$ cat src/rtl/run_sequencer_pkg.sv
// Shared definitions for the run sequencer: controller state encoding and the default watchdog limit.
package run_sequencer_pkg;

  typedef enum logic [1:0] {
    IDLE = 2'd0,
    PREP = 2'd1,
    RUN  = 2'd2,
    FIN  = 2'd3
  } seq_state_t;

  localparam int SEQ_TIMEOUT_DEF = 4096;

endpackage

$ cat src/rtl/run_sequencer_sat_counter.sv
// Saturating up-counter with a synchronous clear. It holds at all-ones instead of wrapping.
module sat_counter #(
  parameter int CW = 16
) (
  input  logic          clk,
  input  logic          rst_n,
  input  logic          clr,
  input  logic          en,
  output logic [CW-1:0] q
);

  logic [CW-1:0] cnt_q, cnt_d;

  always_comb begin
    cnt_d = cnt_q;
    if (clr) begin
      cnt_d = '0;
    end else if (en && (cnt_q != '1)) begin
      cnt_d = cnt_q + CW'(1);
    end
  end

  always_ff @(posedge clk or negedge rst_n) begin
    if (!rst_n) begin
      cnt_q <= '0;
    end else begin
      cnt_q <= cnt_d;
    end
  end

  assign q = cnt_q;

endmodule

$ cat src/rtl/run_sequencer.sv
// Run controller for the single-cycle core. It arbitrates the data-memory port between the host and the core,
// sequences core reset/halt around a run, and aborts a run with a cycle-count watchdog.
module run_sequencer
  import run_sequencer_pkg::*;
#(
  parameter int AW      = 8,
  parameter int DW      = 8,
  parameter int CW      = 16,
  parameter int TIMEOUT = SEQ_TIMEOUT_DEF
) (
  input  logic          clk,
  input  logic          reset,
  input  logic          start,
  input  logic          host_req,
  input  logic          host_we,
  input  logic [AW-1:0] host_addr,
  input  logic [DW-1:0] host_wdata,
  output logic          host_gnt,
  output logic [DW-1:0] host_rdata,
  output logic          host_rvalid,
  input  logic          core_mem_re,
  input  logic          core_mem_we,
  input  logic [AW-1:0] core_mem_addr,
  input  logic [DW-1:0] core_mem_wdata,
  output logic [DW-1:0] core_mem_rdata,
  output logic          mem_re,
  output logic          mem_we,
  output logic [AW-1:0] mem_addr,
  output logic [DW-1:0] mem_wdata,
  input  logic [DW-1:0] mem_rdata,
  output logic          core_reset,
  output logic          core_init,
  input  logic          core_done,
  output logic          busy,
  output logic          done,
  output logic          timeout,
  output logic [CW-1:0] cycles
);

  localparam logic [CW-1:0] LAST_CYCLE = CW'(TIMEOUT - 1);

  seq_state_t    state_q, state_d;
  logic          done_q, done_d;
  logic          timeout_q, timeout_d;
  logic          start_pend_q, start_pend_d;
  logic [DW-1:0] host_rdata_q, host_rdata_d;
  logic          host_rvalid_q, host_rvalid_d;
  logic [CW-1:0] cycles_q;

  sat_counter #(.CW(CW)) u_cycles (
    .clk   (clk),
    .rst_n (reset),
    .clr   (state_q == PREP),
    .en    (state_q == RUN),
    .q     (cycles_q)
  );

  always_comb begin
    state_d        = state_q;
    done_d         = done_q;
    timeout_d      = timeout_q;
    start_pend_d   = start_pend_q;
    host_rdata_d   = host_rdata_q;
    host_rvalid_d  = 1'b0;
    core_reset     = 1'b1;
    core_init      = 1'b1;
    busy           = 1'b0;
    host_gnt       = 1'b0;
    mem_re         = 1'b0;
    mem_we         = 1'b0;
    mem_addr       = host_addr;
    mem_wdata      = host_wdata;
    core_mem_rdata = '0;

    case (state_q)
      IDLE, FIN: begin
        // FIN keeps the core out of reset so its registers survive for inspection.
        core_reset = (state_q == IDLE);
        host_gnt   = host_req;
        mem_we     = host_req & host_we;
        mem_re     = host_req & ~host_we;
        if (host_req && !host_we) begin
          host_rvalid_d = 1'b1;
          host_rdata_d  = mem_rdata;
        end
        // A start that collides with a host access waits until the host lets go.
        if (start || start_pend_q) begin
          if (host_req) begin
            start_pend_d = 1'b1;
          end else begin
            state_d = PREP;
          end
        end
      end

      PREP: begin
        busy         = 1'b1;
        done_d       = 1'b0;
        timeout_d    = 1'b0;
        start_pend_d = 1'b0;
        state_d      = RUN;
      end

      RUN: begin
        core_reset     = 1'b0;
        core_init      = 1'b0;
        busy           = 1'b1;
        mem_re         = core_mem_re;
        mem_we         = core_mem_we;
        mem_addr       = core_mem_addr;
        mem_wdata      = core_mem_wdata;
        core_mem_rdata = mem_rdata;
        // core_done takes priority over the watchdog when both land on the same cycle.
        if (core_done) begin
          state_d = FIN;
          done_d  = 1'b1;
        end else if (cycles_q == LAST_CYCLE) begin
          state_d   = FIN;
          done_d    = 1'b1;
          timeout_d = 1'b1;
        end
      end

      default: state_d = IDLE;
    endcase
  end

  always_ff @(posedge clk or negedge reset) begin
    if (!reset) begin
      state_q       <= IDLE;
      done_q        <= 1'b0;
      timeout_q     <= 1'b0;
      start_pend_q  <= 1'b0;
      host_rdata_q  <= '0;
      host_rvalid_q <= 1'b0;
    end else begin
      state_q       <= state_d;
      done_q        <= done_d;
      timeout_q     <= timeout_d;
      start_pend_q  <= start_pend_d;
      host_rdata_q  <= host_rdata_d;
      host_rvalid_q <= host_rvalid_d;
    end
  end

  assign host_rdata  = host_rdata_q;
  assign host_rvalid = host_rvalid_q;
  assign done        = done_q;
  assign timeout     = timeout_q;
  assign cycles      = cycles_q;

endmodule

$ cat config.mk
export PLATFORM = sky130hd
export DESIGN_NAME = run_sequencer
export DESIGN_NICKNAME = d
export VERILOG_FILES = /design/src/rtl/run_sequencer_pkg.sv /design/src/rtl/run_sequencer_sat_counter.sv /design/src/rtl/run_sequencer.sv
export SDC_FILE = /design/constraint.sdc
export NUM_CORES = 1
export LEC_CHECK = 0
export CAP_MARGIN = 20
export CORE_MARGIN = 5
export CORE_UTILIZATION = 38
export CTS_BUF_LIST = sky130_fd_sc_hd__clkbuf_16
export DETAILED_ROUTE_END_ITERATION = 7
export HOLD_SLACK_MARGIN = 0.05
export PLACE_DENSITY = 0.86
export SYNTH_ARGS = -nofsm -noshare
export SYNTH_HDL_FRONTEND = slang
export SYNTH_SLANG_ARGS = --single-unit
$ cat constraint.sdc
create_clock -name clk -period 2.4 [get_ports clk]
set_input_delay 0.24 -clock clk [delete_from_list [all_inputs] [get_ports clk]]
set_output_delay 0.24 -clock clk [all_outputs]
set_load 0.05 [all_outputs]
==> flow_summary.toml, run 1 <==
[status]
outcome = "completed"

[global_routing]
pin_count_of_the_biggest_net_entering_global_routing = 31
grt_overflow = 0
antenna_violations_before_repair = 0
grt_usage_pct = 18.0
grt_first_pass_wirelength_um = 8810
first_global_vias = 1711

[cells_and_area]
area.growth.synth_to_final_pct = 76.8
num-fill-cells = 330
layout-drive-gt1-share_pct = 26.8
multi_input_area_um2 = 967
utilization_pct = 70.4
diodes = 0
seq_area_um2 = 751
nNetsFinal = 333

[drt]
totalWireLength_um = 5380
viasPerCell = 5.02
drc = 0
dr.first_iter.drc_count = 70
routed_wire_length_per_instance_um = 16.2
vias = 1666
drtAntennaViolNets = 0
first_pass_iters = 6

[synth]
asyncSetResetFlopFracSynth_pct = 100
synth_area_per_cell_um2 = 10.3
cell_with_the_most_instances_after_synthesis = "dfrtp_1"
proportion_of_netlist_area_held_by_the_largest_area_contributor_pct = 42.7
synthesis.area_um2 = 1760
synth.top_cells.by_area = "dfrtp_1 (43%), mux2_2 (15%), nor2_1 (4.1%)"
synth-edff-count = 0
number_of_storage_elements_in_the_synthesis_netlist = 30
synthesis.nets = 224
syn-instance-count = 171
ys_types = 39
post-synth-top-area-cell = "dfrtp_1"
synth_common_cells = "dfrtp_1 (30), mux2_2 (24), nor2_1 (19)"
ys_warn_count = 0
synth_seq_area_share_pct = 42.7
yosys_most_used_dff = "dfrtp_1"

[critical_path]
critical_path.max_fanout = 7
worstPathRequired_ns = 2.16
critPathLaunchType = "register"
worstSetupEndpointType = "output port"
timing.reg2reg.worst_path_depth = 8
critPathKind = "reg -> out"
critPathArrivalTime_ns = 2.06

[die]
dieArea_um2 = 6090
chipHeight_um = 78.0
top_level_ports = 105
die_w_um = 78.0
num_rows = 24
start_util_pct = 39.8
floorplan.core_area_um2 = 4410

[sta]
final.setup_skew_ns = 0.00455
min_period_ns = 2.30
achievable-frequency_mhz = 434
min_period_over_period_pct = 96.0
timing.max_slew.rel_slack_pct = 61.6
final.hold.worst_slack_ns = 0.355
rsz0062_at_grt = "no"
timing.final.max_slew_violations = 0
final-hold-violation-count = 0
tightest_slew_ns = 0.574
fin_setup_tns_ns = 0
finalSetupViolations = 0

[pwr]
static-leakage-power_nw = 1.33
p_sw_mw = 1.68
clockPowerShare_pct = 18.8
sw_frac_of_total_pct = 46.0
combinationalPowerShare_pct = 62.2
pwr_density_cell_nw_per_um2 = 1180
p_seq_share_pct = 19.1
p_int_mw = 1.97
power.ir.vdd_worst_uv = 1310

[clock_network]
cts_root_buf = "clkbuf_16"
clockBufferDepth = 2
ctsHoldBuffers = 0
cts_made_buffers = 5
postCtsSetupBuffers = 0
h_tree_levels = 2
clock_tree_from_tritoncts = "built"
clkSlewWorstSetupHoldPaths_ns = 0.05
clock_insertion_delay_worst_skew_ns = 0.27
tritoncts_num_sinks = 30
postCtsResizedCells = 0

[flow_run]
cap_violations = 0

[placed_design]
placement.io_buffers = 104
dpl_hpwl_um = 4180
globalplace.congestion = 0.771

[worst_hold_path]
worst_hold_path_type = "in -> async"
==> worst max-delay path: stages, from the launching register on <==
cell             delay, ns
dfrtp_1               0.37
inv_1                 0.09
ha_1                  0.46
clkdlybuf4s50_1       0.88
==> metal layers <==
layer  up-vias  part of all wire, %  global-route usage [%]
met5         -                    0                       0
met4         0                  1.2                    5.57
met3         4                  5.7                    3.78
met2        51                   54                    32.1
met1       796                   39                    21.6
li1        815                    -                       -
==> cells in the final DEF (no fill, tap or decap), types with 5 or more instances in the layout <==
cell             instances
dfrtp_1                 30
nor3_1                   8
buf_4                   23
mux2_2                  24
a21oi_1                  8
inv_1                    6
xor2_1                   5
clkdlybuf4s50_1         75
xnor2_1                  6
ha_1                     5
o21ai_0                  6
buf_12                  11
clkbuf_16                5
nand2_1                  6
and2_1                   9
nor2_1                  17
==> worst paths after layout <==
path                               start  slack, ns             to
setup / recovery              state_q[0]        0.1           busy
hold / removal                     reset       0.36  host_rdata[2]
setup reg to reg              state_q[0]       0.45  u_cycles.q[8]
hold reg to reg            host_rdata[4]       0.50  host_rdata[4]
max in group asynchronous          reset       1.76   start_pend_q
min in group clk           host_rdata[4]       0.50  host_rdata[4]
==> power by group through the flow <==
stage                     clock (mW)  combinational (mW)  sequential, mW
final                          0.685                2.27           0.698
after floorplan                    0                1.11            1.02
after global placement             0                2.26           0.700
after global routing           0.718                2.38           0.716
after CTS                      0.702                2.29           0.698
after detailed placement           0                2.28           0.705
==> per-stage QoR <==
stage / std cells / setup slack [ns] / cell area [um^2] / total power, mW
2_1_floorplan: 171 / 0.0393 / 1780 / 2.14
5_1_grt: 332 / 0.0162 / 3110 / 3.81
3_3_place_gp: 325 / 0.430 / 2950 / 2.96
4_1_cts: 332 / 0.0777 / 3110 / 3.69
6_report: 332 / 0.0957 / 3110 / 3.66
3_5_place_dp: 325 / 0.364 / 2950 / 2.98
==> flip-flops by register name (all words and copies together), names as in the netlist <==
name          count
host_rvalid       1
timeout           1
start_pend_q      1
u_cycles.q       16
done              1
host_rdata        8
state_q           2
==> kinds of logic after synthesis <==
logic type | synth area share (%)
and+or+nand+nor | 20.1
adders and majority gates | 3.56
buffers and inverters | 3.27
AOI/OAI and AO/OA | 8.40
DFF | 42.7
xor gates and xnor gates | 5.48
muxes | 16.5
==> cell type report <==
type | count | area share [%]
timing repair buffer | 109 | 36.8
multi-input combinational | 128 | 31.1
sequential | 30 | 24.2
clock buffer | 5 | 4.03
tap | 52 | 2.09
clock inverter | 2 | 1.09
inverter | 6 | 0.725
(Power assumes the default switching activity.)
==> inputs of run 2 (changes only) <==
- CAP_MARGIN: 20 -> default
- PLACE_DENSITY: 0.86 -> 0.9
==> run 2 against run 1 <==
Core utilization fell by 0.085 points. Power shrank 2.1%. Die area unchanged. Final cell count increased by 0.90%. Clock-buffer cell count unchanged. Maximum frequency rose by 1.8%. Global-route usage is 0.20 points lower. Hold slack better by 0.0054 ns. Critical endpoint unchanged.
==> flow_summary.toml, run 2 (synthesized netlist as in run 1, its figures left out) <==
[status]
outcome = "completed"

[critical_path]
worstPathRequired_ns = 2.16
critical_path.max_fanout = 7
timing.critical_path.cells = "inv_1, ha_2, clkdlybuf4s50_1"
critPathArrivalTime_ns = 2.02
critPathLaunchType = "register"
worstSetupEndpointType = "output port"
critical_path.slowest_cell = "clkdlybuf4s50_1"
slowest_delay_ns = 0.85
critPathKind = "reg -> out"
crit_family = "buffers and inverters"
critical_path_buf_inv_count = 2

[global_routing]
pin_count_of_the_biggest_net_entering_global_routing = 31
grt_overflow = 0
grt_usage_pct = 17.8
grt_first_pass_wirelength_um = 8560
first_global_vias = 1807
antenna_violations_before_repair = 0

[cells_and_area]
layout.cells.most_common_list = "clkdlybuf4s50_1 (75), dfrtp_1 (30), buf_4 (25)"
area.growth.synth_to_final_pct = 76.6
layout-drive-gt1-share_pct = 27.6
final_common_cell = "clkdlybuf4s50_1"
nNetsFinal = 335
flip_flop_count_of_the_largest_register_after_layout = 16
diodes = 0

[placed_design]
placement.io_buffers = 104
dpl_hpwl_um = 4310
globalplace.congestion = 0.817

[drt]
first_pass_iters = 4
dr.first_iter.drc_count = 104
drtAntennaViolNets = 0
drc = 0
totalWireLength_um = 5320
viasPerCell = 5.02
vias = 1681
routed_wire_length_per_instance_um = 15.9

[sta]
rsz0062_at_grt = "no"
fin_setup_tns_ns = 0
final-hold-violation-count = 0
timing.final.max_slew_violations = 0
finalSetupViolations = 0
final.setup_skew_ns = 0.00456
min_period_ns = 2.26
achievable-frequency_mhz = 442
timing.max_slew.rel_slack_pct = 64.8
tightest_slew_ns = 0.526
min_period_over_period_pct = 94.3

[worst_hold_path]
worst_hold_path_type = "in -> async"

[die]
dieArea_um2 = 6090
start_util_pct = 39.8
top_level_ports = 105
chipHeight_um = 78.0
die_w_um = 78.0
num_rows = 24
floorplan.core_area_um2 = 4410

[flow_run]
cap_violations = 0

[clock_network]
cts_root_buf = "clkbuf_16"
clockBufferDepth = 2
clock_insertion_delay_worst_skew_ns = 0.27
cts_made_buffers = 5
h_tree_levels = 2
clock_tree_from_tritoncts = "built"
clkSlewWorstSetupHoldPaths_ns = 0.05
tritoncts_num_sinks = 30

[pwr]
static-leakage-power_nw = 1.33
power_mw = 3.58
power.ir.vdd_worst_uv = 687
pwr_density_cell_nw_per_um2 = 1150
run 2: worst paths after layout:
kind                          startpoint       endpoint  slack (ns)  cells past startpoint
setup reg to reg              state_q[0]  u_cycles.q[8]        0.52                      8
hold / removal                     reset  u_cycles.q[2]        0.36                      2
max in group asynchronous          reset     state_q[0]        1.76                      2
hold reg to reg            host_rdata[3]  host_rdata[3]        0.50                      1
min in group clk           host_rdata[3]  host_rdata[3]        0.50                      1
setup / recovery              state_q[1]           busy        0.14                      3
run 2: routing by layer:
layer / track usage (%) / wire (um) / share of wire, % / vias up
li1: - / - / - / 822
met1: 18.8 / 1910 / 36 / 791
met2: 32.2 / 2900 / 55 / 59
met3: 5.15 / 393 / 7.4 / 9
met4: 8.45 / 108 / 2.0 / 0
met5: 0 / 0 / 0 / -
run 2: worst reg2reg max path, delay by kind of cell (launching register included):
| kind | cells | cell delay (ns) |
|---|---|---|
| flops | 1 | 0.40 |
| fa+ha+maj | 1 | 0.23 |
| buf+inv | 3 | 0.39 |
| compound gates | 2 | 0.31 |
| simple gates | 2 | 0.49 |
run 2: layout make-up:
class / count / area [um^2]
tap: 52 / 65.1
timing repair buffer: 111 / 1160
inverter: 6 / 22.5
multi-input combinational: 128 / 970
clock inverter: 3 / 12.5
sequential: 30 / 751
fill: 345 / 1310
clock buffer: 5 / 125
run 2: timing repair:
item,CTS,global route
hold buffers,0,0
buffers inserted,0,0
gates resized for setup,0,1
endpoints found under the setup margin,0,1
run 2: metrics by stage:
step / std cells / cell area, um^2 / setup WS (ns) / hold WS [ns] / utilization [%]
after global placement: 327 / 2960 / 0.447 / 0.487 / 67.1
final: 335 / 3100 / 0.136 / 0.360 / 70.3
after detailed placement: 327 / 2960 / 0.392 / 0.497 / 67.1
after floorplan: 171 / 1780 / 0.0393 / -0.0556 / -
after global routing: 335 / 3100 / 0.0277 / 0.406 / 70.3
after CTS: 335 / 3100 / 0.0865 / 0.373 / 70.3
run 2: report_power, final:
group / switching (mW) / leakage (nW) / internal, mW
Combinational: 1.40 / 0.867 / 0.890
Sequential: 0.0758 / 0.392 / 0.627
Clock: 0.208 / 0.0724 / 0.373
Total: 1.69 / 1.33 / 1.89
==> inputs of run 3 (changes only) <==
- CORE_ASPECT_RATIO: default -> 0.9
==> run 3 against run 2 <==
Core utilization down 0.17 points. Power rose by 0.52%. Critical path depth rose by 4. Largest cell class unchanged.
==> flow_summary.toml, run 3 (synthesized netlist as in run 1, its figures left out) <==
[status]
outcome = "completed"

[pwr]
p_int_mw = 1.89
static-leakage-power_nw = 1.34
clockPowerShare_pct = 16.3
p_sw_mw = 1.70
sw_frac_of_total_pct = 47.4
p_seq_share_pct = 19.6
power_mw = 3.60
power.ir.vdd_worst_uv = 906
combinationalPowerShare_pct = 64.1
pwr_density_cell_nw_per_um2 = 1150

[sta]
achievable-frequency_mhz = 453
min_period_over_period_pct = 92.1
min_period_ns = 2.21
final-hold-violation-count = 0
fin_setup_tns_ns = 0
timing.final.max_slew_violations = 0
final.setup_skew_ns = 0.00222
timing.max_slew.rel_slack_pct = 62.7
finalSetupViolations = 0
rsz0062_at_grt = "no"
tightest_slew_ns = 0.556

[clock_network]
clock_tree_from_tritoncts = "built"
clock_insertion_delay_worst_skew_ns = 0.28
clkSlewWorstSetupHoldPaths_ns = 0.05
cts_root_buf = "clkbuf_16"
postCtsSetupBuffers = 0
cts_made_buffers = 5
h_tree_levels = 2
postCtsResizedCells = 0
ctsHoldBuffers = 0
clockBufferDepth = 2
tritoncts_num_sinks = 30

[drt]
dr.first_iter.drc_count = 95
first_pass_iters = 4
drtAntennaViolNets = 0
vias = 1720
routed_wire_length_per_instance_um = 16.1
viasPerCell = 5.01
drc = 0
totalWireLength_um = 5520

[critical_path]
critPathArrivalTime_ns = 1.97
critical_path.slowest_cell = "ha_1"
worstPathRequired_ns = 2.16
critPathLaunch = "state_q[0]"
setup.reg_to_reg.worst_slack_ns = 0.41
worst_r2r_end = "host_rdata[7]"
rr_startpoint = "state_q[0]"
slowest_delay_ns = 0.42
timing.critical_path.cells = "inv_1, ha_1, nor2b_4, nor2b_2, a21oi_1, nor2_4, buf_12"
timing.reg2reg.worst_path_depth = 6
critPathKind = "reg -> out"
critical_path.max_fanout = 7
worstSetupEndpointType = "output port"
critPathLaunchType = "register"

[placed_design]
globalplace.congestion = 0.806
dpl_hpwl_um = 4410
placement.io_buffers = 104

[cells_and_area]
area.growth.synth_to_final_pct = 78.0
flip_flop_count_of_the_largest_register_after_layout = 16
layout.cells.most_common_list = "clkdlybuf4s50_1 (74), dfrtp_1 (30), mux2_2 (24)"
final_common_cell = "clkdlybuf4s50_1"
nNetsFinal = 333
diodes = 0
num-fill-cells = 337
layout-drive-gt1-share_pct = 27.0
utilization_pct = 70.2

[flow_run]
cap_violations = 0

[die]
die_w_um = 81.7
start_util_pct = 39.4
num_rows = 23
floorplan.core_area_um2 = 4460
chipHeight_um = 74.5
dieArea_um2 = 6090
top_level_ports = 105

[global_routing]
antenna_violations_before_repair = 0
pin_count_of_the_biggest_net_entering_global_routing = 31
first_global_vias = 1794
grt_first_pass_wirelength_um = 8820
grt_usage_pct = 19.3
grt_overflow = 0

[worst_hold_path]
worst_hold_path_type = "in -> async"
run 3: cell types whose count changed in the layout (fill, tap and decap cells not counted):
| cell | delta |
|---|---|
| nor2b_1 | -1 |
| ha_1 | +1 |
| ha_2 | -1 |
| nor2b_2 | +1 |
| buf_4 | -4 |
| dlymetal6s2s_1 | +1 |
| buf_12 | +2 |
| clkdlybuf4s50_1 | -1 |
run 3: metal layers:
metal	track usage [%]	part of all wire (%)	wire length [um]	up-vias
li1	-	-	-	820
met1	21.7	37	2040	831
met2	34.5	54	2990	62
met3	6.17	7.6	419	7
met4	6.64	1.3	72	0
met5	0	0	0	-
run 3: critical path: cells and delay by family, from the launching register on:
kind	cells	cell delay, ns
AND/OR/NAND/NOR	3	0.57
AO/OA/AOI/OAI	1	0.11
buffers and inverters	2	0.22
flip-flops	1	0.37
adder cells (fa/ha/maj)	1	0.42
run 3: power by group through the flow:
stage / clock (mW) / sequential, mW / combinational [mW]
2_1_floorplan: 0 / 1.02 / 1.11
3_3_place_gp: 0 / 0.702 / 2.27
3_5_place_dp: 0 / 0.711 / 2.31
4_1_cts: 0.599 / 0.704 / 2.33
5_1_grt: 0.618 / 0.716 / 2.42
6_report: 0.588 / 0.705 / 2.30
run 3: layout make-up:
class / count / area [um^2] / area share (%)
Tap cell: 62 / 77.6 / 2.48
Sequential cell: 30 / 751 / 24.0
Clock inverter: 3 / 12.5 / 0.400
Clock buffer: 5 / 125 / 4.00
Inverter: 6 / 22.5 / 0.720
Multi-Input combinational cell: 128 / 970 / 31.0
Timing Repair Buffer: 109 / 1170 / 37.4
run 3: how the worst max path moves through the flow:
stage	to	slack, ns	cells after the start
final	mem_re	0.19	7
after global routing	mem_re	0.06	7
after CTS	mem_re	0.05	7
after detailed placement	host_rdata[7]	0.30	6
after global placement	host_rdata[0]	0.42	6
after floorplan	mem_re	0.04	7
run 3: per-stage QoR:
stage | setup WS [ns] | hold slack, ns | instances | cell area (um^2)
2_1_floorplan | 0.0393 | -0.0556 | 171 | 1780
3_3_place_gp | 0.417 | 0.491 | 335 | 2990
3_5_place_dp | 0.303 | 0.498 | 335 | 2990
4_1_cts | 0.0545 | 0.381 | 343 | 3120
5_1_grt | 0.0598 | 0.440 | 343 | 3130
6_report | 0.190 | 0.367 | 343 | 3130
==> patch: new RTL, config.mk and constraints of run 2 <==
`CW` is set to 16 in 2 places; all go to 8.
--- a/src/rtl/run_sequencer_sat_counter.sv
+++ b/src/rtl/run_sequencer_sat_counter.sv
@@ -1,6 +1,6 @@
 // Saturating up-counter with a synchronous clear. It holds at all-ones instead of wrapping.
 module sat_counter #(
-  parameter int CW = 16
+  parameter int CW = 8
 ) (
   input  logic          clk,
   input  logic          rst_n,
--- a/src/rtl/run_sequencer.sv
+++ b/src/rtl/run_sequencer.sv
@@ -5,7 +5,7 @@
 #(
   parameter int AW      = 8,
   parameter int DW      = 8,
-  parameter int CW      = 16,
+  parameter int CW      = 8,
   parameter int TIMEOUT = SEQ_TIMEOUT_DEF
 ) (
   input  logic          clk,
Ports: changed (resized cycles); port bits go from 105 to 97. No check against the original RTL was run, so the function may have changed too.
==> patch against run 2 <==
  * First-iteration DRC count down 19%
  * Clock power down 20%
  * Setup slack worse by 0.017 ns
  * Routed wire length down 13%
  * Cell area down 16%
  * Sequential cell count down 8
  * Power up 4.0%
  * Synthesized area down 19%
  * Critical path type unchanged
==> patch: results (changes against run 2) <==
outcome finished, final reports clean; placed inst area 0.00251 mm2 (-15%); Setup WS pre-CTS 0.419 ns (+0.0273 ns); root buffer cell clkbuf_16; YS warnings 0 (unchanged); peak supply drop 0.00105 V (+53%); Setup Buffers After CTS 0 (unchanged); CP peak stage delay 0.86 ns; ranking of synthesized cells by area dfrtp_1 (39%), mux2_2 (13%), mux2_1 (6.3%); capture point of the worst reg-to-reg path host_rdata[2]; initial antenna violation count 0 (unchanged); first-pass GRT wire length 7400 um (-14%); XOR/XNOR share of the synthesized area 0 (-0.0548); worst reg2reg path depth 5 (-3); clk slew on worst S/H paths 0.06 ns; sequential element share of the synthesized area 0.387 (-0.0401); number of global-route vias before repair 1,502 (-17%); post-synthesis mux area share 0.218 (+0.0530); first-pass iteration count of the detailed router 4 (unchanged); DRT iter0 DRCs 84 (-19%); Layout Nets 283 (-16%); Largest delay share family, worst path buffers and inverters; Clock Path Buffers 2 (unchanged); Synth Area in Compound Gates 0.150 (+0.0655); min-delay worst type in2async; diodes inserted 0 (unchanged); leakage 1.11 nW (-17%); Hold Slack 0.336 ns (-0.0247 ns); critical-path maximum fanout 7 (unchanged); post-DR vias/cell 5.22 (+4.1%); I/O Buffers 96 (-7.7%); Async SR Flop Fraction 1.00 (unchanged); Reg2Reg Setup Slack 0.46 ns (-0.06 ns); Rel. slew slack 0.652 (+0.00416); Adder-Cell Fraction of Synth Area 0.0440 (+0.00839); TritonCTS buffer count 3 (-2); R2R Path Start state_q[0]; post-layout util 0.719 (+0.0161); GR Util All Layers 0.182 (+0.00449); Post-CTS Resized 0 (unchanged); post-synth net total 183 (-18%); # fillers 269 (-22%); synth unique cells 41 (+5.1%); largest net degree at the start of global routing 23 (-26%); clk_skew 0.00442 ns (-0.000146 ns); most frequent cells after synthesis dfrtp_1 (22), mux2_2 (16), inv_1 (9); Peak Freq 438 MHz (-0.76%); arrival time worst endpoint 2.04 ns (+0.02 ns); routed wire length 4630 um (-13%); Crit-path slowest cell clkdlybuf4s50_1; sum of net half-perimeters after detailed placement 3690 um (-14%); Final GP Congestion 0.808 (-1.1%); Skew-Pair Late Insertion Delay 0.26 ns; share of cells above drive strength 1 0.284 (+0.00822); # H-tree levels 1 (-1)
==> patch: changes by cell type after synthesis, sizes merged, moves of 3 or more <==
cell | before | now
dfrtp | 30 | 22
inv | 6 | 9
nand2 | 6 | 2
nor2 | 19 | 5
nor3 | 8 | 3
o21ai | 9 | 2
or3 | 3 | 0
xnor2 | 6 | 0
xor2 | 5 | 0
==> patch: worst max-delay path by stage <==
| stage | from | end |
|---|---|---|
| floorplan | state_q[0] | mem_re |
| global placement | state_q[0] | mem_addr[0] |
| detailed placement | state_q[0] | busy |
| CTS | state_q[0] | mem_addr[6] |
| global route | state_q[0] | busy |
| finish | state_q[0] | busy |
==> patch: cell families after synthesis <==
logic type,count (synthesis)
and+or+nand+nor,36
muxes,27
AOI/OAI and AO/OA,25
DFF,22
buffers and inverters,15
adders and majority gates,5
==> patch: where the power goes <==
| group | leakage, nW | switching, W | internal [W] |
|---|---|---|---|
| registers | 0.277 | 0.0000940 | 0.000508 |
| clock network | 0.0511 | 0.000135 | 0.000331 |
| logic | 0.781 | 0.00164 | 0.00101 |
==> patch: metal layers <==
layer	GRT usage	vias to the layer above	wire, um
met4	0.0501	0	59
li1	-	676	-
met5	0	-	0
met3	0.0426	6	304
met2	0.340	52	2590
met1	0.204	713	1670
==> patch: per-stage QoR <==
stage / cells / total power (W)
CTS: 277 / 0.00374
detailed placement: 273 / 0.00325
global placement: 273 / 0.00321
floorplan: 130 / 0.00231
finish: 277 / 0.00372
global route: 277 / 0.00389
==> patch: area by class of cell <==
cell class / instances / area share
repair buffers: 101 / 0.403
multi-input cells: 93 / 0.310
flip-flops and latches: 22 / 0.211
clock buffers: 3 / 0.0287
well taps: 48 / 0.0230
inverters: 9 / 0.0129
clock inverters: 1 / 0.0115
